File: config.mk
export PLATFORM = sky130hd
export DESIGN_NAME = control_sequencer
export DESIGN_NICKNAME = d
export VERILOG_FILES = /design/src/rtl/ctrl_pkg.sv /design/src/rtl/insn_decoder.sv /design/src/rtl/control_sequencer.sv
export SDC_FILE = /design/constraint.sdc
export NUM_CORES = 1
export LEC_CHECK = 0
export CORE_MARGIN = 2
export CORE_UTILIZATION = 38
export CTS_CLUSTER_SIZE = 20
export DETAILED_ROUTE_END_ITERATION = 8
export GPL_TIMING_DRIVEN = 0
export PLACE_DENSITY = 0.86
export SLEW_MARGIN = 5
export SYNTH_ARGS = -nofsm -noshare
export SYNTH_HDL_FRONTEND = slang
export SYNTH_HIERARCHICAL = 1
export SYNTH_SLANG_ARGS = --single-unit
File: constraint.sdc
create_clock -name clk -period 1.8 [get_ports clk]
set_input_delay 0.18 -clock clk [delete_from_list [all_inputs] [get_ports clk]]
set_output_delay 0.18 -clock clk [all_outputs]
set_load 0.03 [all_outputs]
File: src/rtl/ctrl_pkg.sv
// Shared encodings for the phase-sequenced control unit: phases, opcode fields,
// write-back selects, ALU control codes and the decoded instruction class.
package ctrl_pkg;

  typedef enum logic [2:0] {
    P_IDLE = 3'd0,
    P1     = 3'd1,
    P2     = 3'd2,
    P3     = 3'd3,
    P4     = 3'd4,
    P5     = 3'd5
  } phase_e;

  localparam logic [1:0] OP_LD  = 2'b00;
  localparam logic [1:0] OP_ST  = 2'b01;
  localparam logic [1:0] OP_IMM = 2'b10;
  localparam logic [1:0] OP_REG = 2'b11;

  localparam logic [3:0] OP3_CMP = 4'd5;
  localparam logic [3:0] OP3_MOV = 4'd6;
  localparam logic [3:0] OP3_SLL = 4'd8;
  localparam logic [3:0] OP3_SRA = 4'd11;
  localparam logic [3:0] OP3_IN  = 4'd12;
  localparam logic [3:0] OP3_OUT = 4'd13;
  localparam logic [3:0] OP3_HLT = 4'd15;

  localparam logic [2:0] OPX_LI  = 3'b000;
  localparam logic [2:0] OPX_B   = 3'b100;
  localparam logic [2:0] OPX_BCC = 3'b111;

  localparam logic [2:0] CC_BE  = 3'd0;
  localparam logic [2:0] CC_BLT = 3'd1;
  localparam logic [2:0] CC_BLE = 3'd2;
  localparam logic [2:0] CC_BNE = 3'd3;

  localparam logic [1:0] WB_DR  = 2'd0;
  localparam logic [1:0] WB_MDR = 2'd1;
  localparam logic [1:0] WB_IN  = 2'd2;
  localparam logic [1:0] WB_IMM = 2'd3;

  // Code 0 is reserved as "ALU idle"; register ops map to op3 + 1.
  localparam logic [5:0] ALU_NOP = 6'h00;
  localparam logic [5:0] ALU_ADD = 6'h01;

  typedef struct packed {
    logic alu;
    logic cmp;
    logic shift;
    logic ld;
    logic st;
    logic li;
    logic b;
    logic bcc;
    logic in_op;
    logic out_op;
    logic hlt;
    logic undef;
  } insn_class_t;

endpackage

File: src/rtl/insn_decoder.sv
// Pure combinational decode of the 16-bit instruction word into class flags,
// branch condition result and ALU control code.
module insn_decoder
  import ctrl_pkg::*;
(
  input  logic [15:0]  insn,
  input  logic         s,
  input  logic         z,
  input  logic         c,
  input  logic         v,
  output insn_class_t  cls,
  output logic         cond_true,
  output logic [5:0]   alu_code
);

  logic [3:0] op3;
  logic       unused_bits;

  assign op3         = insn[7:4];
  assign unused_bits = ^{c, insn[3:0]};

  always_comb begin
    cls       = '0;
    cond_true = 1'b0;
    alu_code  = ALU_NOP;
    unique case (insn[15:14])
      OP_REG: begin
        if (op3 <= OP3_MOV) begin
          cls.alu  = 1'b1;
          cls.cmp  = (op3 == OP3_CMP);
          alu_code = {2'b00, op3} + 6'd1;
        end else if (op3 >= OP3_SLL && op3 <= OP3_SRA) begin
          cls.shift = 1'b1;
          alu_code  = {2'b00, op3} + 6'd1;
        end else if (op3 == OP3_IN) begin
          cls.in_op = 1'b1;
        end else if (op3 == OP3_OUT) begin
          cls.out_op = 1'b1;
        end else if (op3 == OP3_HLT) begin
          cls.hlt = 1'b1;
        end else begin
          cls.undef = 1'b1;
        end
      end
      OP_LD: begin
        cls.ld   = 1'b1;
        alu_code = ALU_ADD;
      end
      OP_ST: begin
        cls.st   = 1'b1;
        alu_code = ALU_ADD;
      end
      default: begin
        case (insn[13:11])
          OPX_LI: cls.li = 1'b1;
          OPX_B: begin
            cls.b    = 1'b1;
            alu_code = ALU_ADD;
          end
          OPX_BCC: begin
            alu_code = ALU_ADD;
            cls.bcc  = 1'b1;
            case (insn[10:8])
              CC_BE:   cond_true = z;
              CC_BLT:  cond_true = s ^ v;
              CC_BLE:  cond_true = z | (s ^ v);
              CC_BNE:  cond_true = ~z;
              default: begin
                cls.bcc   = 1'b0;
                cls.undef = 1'b1;
                alu_code  = ALU_NOP;
              end
            endcase
          end
          default: cls.undef = 1'b1;
        endcase
      end
    endcase
  end

endmodule

File: src/rtl/control_sequencer.sv
// Phase-sequenced control unit: run/stop state, phase counter and per-phase
// datapath enables. Optional single-step port enabled by SINGLE_STEP_EN.
module control_sequencer
  import ctrl_pkg::*;
#(
  parameter int unsigned INSN_W     = 16,
  parameter int unsigned PHASE_W    = 3,
  parameter int unsigned UNDEF_HALT = 1
) (
  input  logic               clk,
  input  logic               rst,
  input  logic               exec,
`ifdef SINGLE_STEP_EN
  input  logic               step,
`endif
  input  logic               mem_rdy,
  input  logic [INSN_W-1:0]  instruction,
  input  logic               S,
  input  logic               Z,
  input  logic               C,
  input  logic               V,
  output logic [PHASE_W-1:0] phase,
  output logic               running,
  output logic               halted,
  output logic               ir_e,
  output logic               ar_e,
  output logic               br_e,
  output logic               dr_e,
  output logic               mdr_e,
  output logic               aluc_e,
  output logic               mem_e,
  output logic               mem_w,
  output logic               genr_w,
  output logic               pc_e,
  output logic               br_taken,
  output logic               alu_imm,
  output logic [1:0]         wb_src,
  output logic               out_e,
  output logic [5:0]         alu_instruction
);

  phase_e      phase_q, phase_d;
  logic        running_q, running_d;
  logic        halted_q, halted_d;
  logic        stop_req_q, stop_req_d;
  logic        exec_q, exec_rise;
  logic        do_halt, cond_true;
  logic [5:0]  alu_code;
  insn_class_t cls;

  insn_decoder u_dec (
    .insn      (instruction[INSN_W-1 -: 16]),
    .s         (S),
    .z         (Z),
    .c         (C),
    .v         (V),
    .cls       (cls),
    .cond_true (cond_true),
    .alu_code  (alu_code)
  );

  assign exec_rise = exec & ~exec_q;
  assign do_halt   = cls.hlt | (cls.undef & (UNDEF_HALT != 0));
  assign phase     = PHASE_W'(phase_q);
  assign running   = running_q;
  assign halted    = halted_q;

`ifdef SINGLE_STEP_EN
  logic step_q, step_rise, single_q, single_d;
  assign step_rise = step & ~step_q;
`endif

  always_ff @(posedge clk or negedge rst) begin
    if (!rst) begin
      phase_q    <= P_IDLE;
      running_q  <= 1'b0;
      halted_q   <= 1'b0;
      stop_req_q <= 1'b0;
      exec_q     <= 1'b0;
`ifdef SINGLE_STEP_EN
      step_q     <= 1'b0;
      single_q   <= 1'b0;
`endif
    end else begin
      phase_q    <= phase_d;
      running_q  <= running_d;
      halted_q   <= halted_d;
      stop_req_q <= stop_req_d;
      exec_q     <= exec;
`ifdef SINGLE_STEP_EN
      step_q     <= step;
      single_q   <= single_d;
`endif
    end
  end

  always_comb begin
    phase_d    = phase_q;
    running_d  = running_q;
    halted_d   = halted_q;
    stop_req_d = stop_req_q | (running_q & exec_rise);
`ifdef SINGLE_STEP_EN
    single_d   = single_q;
`endif
    case (phase_q)
      P_IDLE: begin
        stop_req_d = 1'b0;
        if (exec_rise) begin
          phase_d   = P1;
          running_d = 1'b1;
          halted_d  = 1'b0;
        end
`ifdef SINGLE_STEP_EN
        else if (step_rise && !halted_q) begin
          phase_d   = P1;
          running_d = 1'b1;
          single_d  = 1'b1;
        end
`endif
      end
      P1: if (mem_rdy) phase_d = P2;
      P2: phase_d = P3;
      P3: phase_d = (cls.ld | cls.st) ? P4 : P5;
      P4: if (mem_rdy) phase_d = P5;
      P5: begin
        // Halt discards any exec rise seen in the same cycle.
        if (do_halt) begin
          phase_d    = P_IDLE;
          running_d  = 1'b0;
          halted_d   = 1'b1;
          stop_req_d = 1'b0;
`ifdef SINGLE_STEP_EN
          single_d   = 1'b0;
`endif
        end else if (stop_req_q
`ifdef SINGLE_STEP_EN
                     || single_q
`endif
                    ) begin
          phase_d    = P_IDLE;
          running_d  = 1'b0;
          stop_req_d = 1'b0;
`ifdef SINGLE_STEP_EN
          single_d   = 1'b0;
`endif
        end else begin
          phase_d = P1;
        end
      end
      default: phase_d = P_IDLE;
    endcase
  end

  always_comb begin
    ir_e            = 1'b0;
    ar_e            = 1'b0;
    br_e            = 1'b0;
    dr_e            = 1'b0;
    mdr_e           = 1'b0;
    aluc_e          = 1'b0;
    mem_e           = 1'b0;
    mem_w           = 1'b0;
    genr_w          = 1'b0;
    pc_e            = 1'b0;
    br_taken        = 1'b0;
    alu_imm         = 1'b0;
    wb_src          = WB_DR;
    out_e           = 1'b0;
    alu_instruction = ALU_NOP;
    case (phase_q)
      P1: begin
        mem_e = 1'b1;
        ir_e  = mem_rdy;
      end
      P2: begin
        ar_e = 1'b1;
        br_e = 1'b1;
      end
      P3: begin
        dr_e            = cls.alu | cls.shift | cls.ld | cls.st | cls.b | cls.bcc;
        aluc_e          = cls.alu | cls.shift;
        alu_imm         = cls.shift | cls.ld | cls.st | cls.b | cls.bcc;
        alu_instruction = alu_code;
      end
      P4: begin
        mem_e = cls.ld | cls.st;
        mdr_e = cls.ld & mem_rdy;
        mem_w = cls.st;
      end
      P5: begin
        pc_e     = 1'b1;
        br_taken = cls.b | (cls.bcc & cond_true);
        genr_w   = (cls.alu & ~cls.cmp) | cls.shift | cls.ld | cls.in_op | cls.li;
        out_e    = cls.out_op;
        if (cls.ld)         wb_src = WB_MDR;
        else if (cls.in_op) wb_src = WB_IN;
        else if (cls.li)    wb_src = WB_IMM;
      end
      default: ;
    endcase
  end

endmodule

==> results.md <==
* Launch point of the critical path: instruction[13]
* Max-cap violation count at 0
* Final Power at 1.35 mW
* Clock sinks at 7
* Clock latency at the later pin of the worst-skew pair at between 0.2 and 0.3 ns
* Yosys warning total at 6
* Pin count of the biggest net entering global routing at 11
* Main synth FF type: sky130_fd_sc_hd__dfrtp_1
* Crit path time final at ~1.8 ns
* Worst R2R Start: phase[2]$_DFFE_PN0P_
* Fmax at 568 MHz
* Setup repair after global routing missed its margin: no
* Pleak at ~0.62 nW
* Post-synthesis async set-or-reset flop share at 1.00
* Seq pwr share at 0.226
* Worst flop-to-flop path endpoint: running$_DFFE_PN0P_
* Diodes inserted at 0
* Layout area overhead at 54.1%
* Die width at 52.7 um
* Layout Nets at about 200
* Number of detailed-route iterations in the first pass at 4
* Areal power density over the cells at 972 nW/um^2
* Mean cell area of the mapped netlist at 7.14 um^2
* Setup slack of the most critical reg-to-reg path at 0.49 ns
* Number of flip-flops and latches in the synthesized netlist at 7
* Startpoint types: input port
* Die extent in y at 52.7 um
* Vias per inst at 5.39
* Proportion of synthesized chip area in sequential cells at 0.195
* Switching Fraction at 0.510
* CTS Buf Count at 3
* Detailed-route via count at 1089
* Commonest cells post-synth: sky130_fd_sc_hd__nor2_1 (17), sky130_fd_sc_hd__inv_1 (9), sky130_fd_sc_hd__o21ai_0 (9), sky130_fd_sc_hd__a21oi_1 (8), sky130_fd_sc_hd__and2_1 (8)
* Grt ovf at 0
* Critical path capture point: dr_e
* Critical path class: in2out
* Worst slew slack as a fraction of its limit at 0.660
* Number of rows in the core area at 17
* Global-route usage over all layers at 0.188
* Final WS setup at 0.0409 ns
* Post-synth top area cell: sky130_fd_sc_hd__dfrtp_1
* Deepest level of the CTS H-tree at 1
* Number of antenna-violating nets in the routed design at 0
* Final weighted congestion in routability-driven placement at 0.848
* TritonCTS clock tree: yes
* Measured slew at the worst slew-check pin at 0.503 ns
* Antenna violations before repair at 0
* Fraction of the cycle the final worst path needs at 0.977
* Number of enable-type register cells in the synthesized netlist at 0
* Reported net switching power at 687 uW
* PortBufs at 42
* Unique masters post-synth at 42
* Post-route clock skew at approximately 0.0029 ns
* Final hold vios at 0
* Most frequently used cell type in the post-synthesis netlist: sky130_fd_sc_hd__nor2_1
* Ports at 50
* Post-CTS Hold Buffers at 0
* Category of the worst setup path capture point: primary output
* Clock tree root buffer cell: sky130_fd_sc_hd__clkbuf_4
* Placeable core region at ~2200 um^2
* DRC at 0
* Highest fanout seen on the critical path at 4
* Crit path arrival time at approximately 1.6 ns
* Combinational group share of total power at 0.666
* Die footprint at about 2800 um^2
* Via count of the first global-routing pass at 950
* Length in cells of the worst reg-to-reg path at 4
* Routed len/inst at 12.7 um
* First-pass GRT wire length at 3950 um
* Fraction of power consumed by the clock network at 0.108
* Worst Setup Slack post-DPL at -0.889 ns
* VDD IR max at 859 uV
* Final setup violating endpoints at 0
* Post-layout instance count excluding filler cells at 202
* Detailed placer's ending HPWL at 2010 um
* Required arrival time at the worst endpoint at 1.62 ns
* Placed insts at 197
* Worst hold path class: in2async
* Result of the run: finished clean
* Starting utilization of the core area at 0.403
* DRC marker count from the first detailed-route iteration at 26
* Clock input transition at the sequential cells of the worst setup and hold paths at approximately 0.06 ns
* Maximum count of clock buffers along a single path at 2
* Summed instance area of the synthesized netlist at 900 um^2
* Biggest area contributors in the synthesized netlist: sky130_fd_sc_hd__dfrtp_1 (19%), sky130_fd_sc_hd__nor2_1 (7.1%), sky130_fd_sc_hd__and2_1 (5.6%)
* Portion of synthesized cell area occupied by the leading cell type at 0.195
* Total wirelength of the detailed-routed design at 2560 um
* Final count of pins violating max slew at 0
* Number of instances in the synthesized netlist at 126
* Int Power at 661 uW
* Share of layout cells above drive strength 1 at 0.247
## placed cells by master (no fill, tap or decap), types with 3 or more instances in the layout
master,count
sky130_fd_sc_hd__o21ai_0,9
sky130_fd_sc_hd__nand2_1,3
sky130_fd_sc_hd__nor4b_1,3
sky130_fd_sc_hd__clkbuf_4,4
sky130_fd_sc_hd__buf_4,7
sky130_fd_sc_hd__dfrtp_1,5
sky130_fd_sc_hd__inv_1,6
sky130_fd_sc_hd__nor2_1,15
sky130_fd_sc_hd__nor3b_1,4
sky130_fd_sc_hd__a31oi_1,3
sky130_fd_sc_hd__and2_1,7
sky130_fd_sc_hd__nor3_1,3
sky130_fd_sc_hd__buf_2,7
sky130_fd_sc_hd__nand2b_1,6
sky130_fd_sc_hd__clkbuf_2,4
sky130_fd_sc_hd__dlygate4sd2_1,10
sky130_fd_sc_hd__ha_1,3
sky130_fd_sc_hd__nor2b_1,5
sky130_fd_sc_hd__clkdlybuf4s15_2,4
sky130_fd_sc_hd__clkdlybuf4s50_1,13
sky130_fd_sc_hd__a21oi_1,8
## sequential cells by signal, indices dropped and copies added, names as in the netlist
signal / flops
exec_q: 1
halted: 1
stop_req_q: 1
running: 1
phase: 3
## through the flow
| step | hold slack, ns | utilization | setup TNS (ns) | area [um^2] |
|---|---|---|---|---|
| 2_1_floorplan | -0.116 | - | 0 | 903 |
| 3_3_place_gp | 0.466 | 0.608 | -9.65 | 1360 |
| 3_5_place_dp | 0.477 | 0.608 | -10.26 | 1360 |
| 4_1_cts | 0.200 | 0.625 | 0 | 1400 |
| 5_1_grt | 0.208 | 0.621 | 0 | 1390 |
| 6_report | 0.194 | 0.621 | 0 | 1390 |
## metal layers
metal | track usage | vias up | wire length [um]
met2 | 0.323 | 38 | 1240
li1 | - | 548 | -
met4 | 0.0513 | 0 | 17
met3 | 0.0429 | 2 | 196
met5 | 0 | - | 0
met1 | 0.233 | 501 | 1100
## cell type report
class                   count  area [um^2]
plain buffers               5         38.8
clock buffers               4         26.3
fillers                   207          847
inverters                   9         36.3
multi-input cells         106          712
flip-flops and latches      7          178
well taps                  28         35.0
repair buffers             43          360
## kinds of logic after synthesis
group	count (synthesis)	share of synthesized area
xor+xnor	1	0.00974
flops	7	0.195
fa+ha+maj	4	0.0556
other cells	1	0.00417
simple gates	68	0.441
compound gates	31	0.214
buf+inv	14	0.0807
## power by group through the flow
stage | clock network (mW) | registers [mW] | logic (mW)
6_report | 0.145 | 0.305 | 0.898
5_1_grt | 0.164 | 0.318 | 0.966
4_1_cts | 0.151 | 0.289 | 0.880
3_5_place_dp | 0 | 0.289 | 0.909
3_3_place_gp | 0 | 0.285 | 0.899
2_1_floorplan | 0 | 0.373 | 0.472
## how the worst min path moves through the flow
| stage | startpoint | endpoint | slack [ns] | cells past startpoint |
|---|---|---|---|---|
| finish | rst | exec_q$_DFF_PN0_ | 0.19 | 1 |
| floorplan | rst | exec_q$_DFF_PN0_ | -0.12 | 0 |
| global placement | rst | phase[1]$_DFFE_PN0P_ | 0.47 | 1 |
| detailed placement | rst | phase[2]$_DFFE_PN0P_ | 0.48 | 1 |
| global route | rst | phase[0]$_DFFE_PN0P_ | 0.21 | 1 |
| CTS | rst | phase[2]$_DFFE_PN0P_ | 0.20 | 1 |
## worst max-delay path, cell delays in order
cell and delay [ns]:
sky130_fd_sc_hd__dlygate4sd2_1 0.25, sky130_fd_sc_hd__and4b_1 0.21, sky130_fd_sc_hd__and2_4 0.16, sky130_fd_sc_hd__or4_4 0.42, sky130_fd_sc_hd__nor3_2 0.13, sky130_fd_sc_hd__nor2_1 0.06
sky130_fd_sc_hd__buf_4 0.16
## timing repair
action / 4_1_cts / 5_1_grt
setup endpoints to repair: 23 / 18
pin swaps: 3 / 4
buffers inserted: 1 / 0
gates resized for setup: 90 / 21
Note: power is estimated with default switching activity, not from simulation.
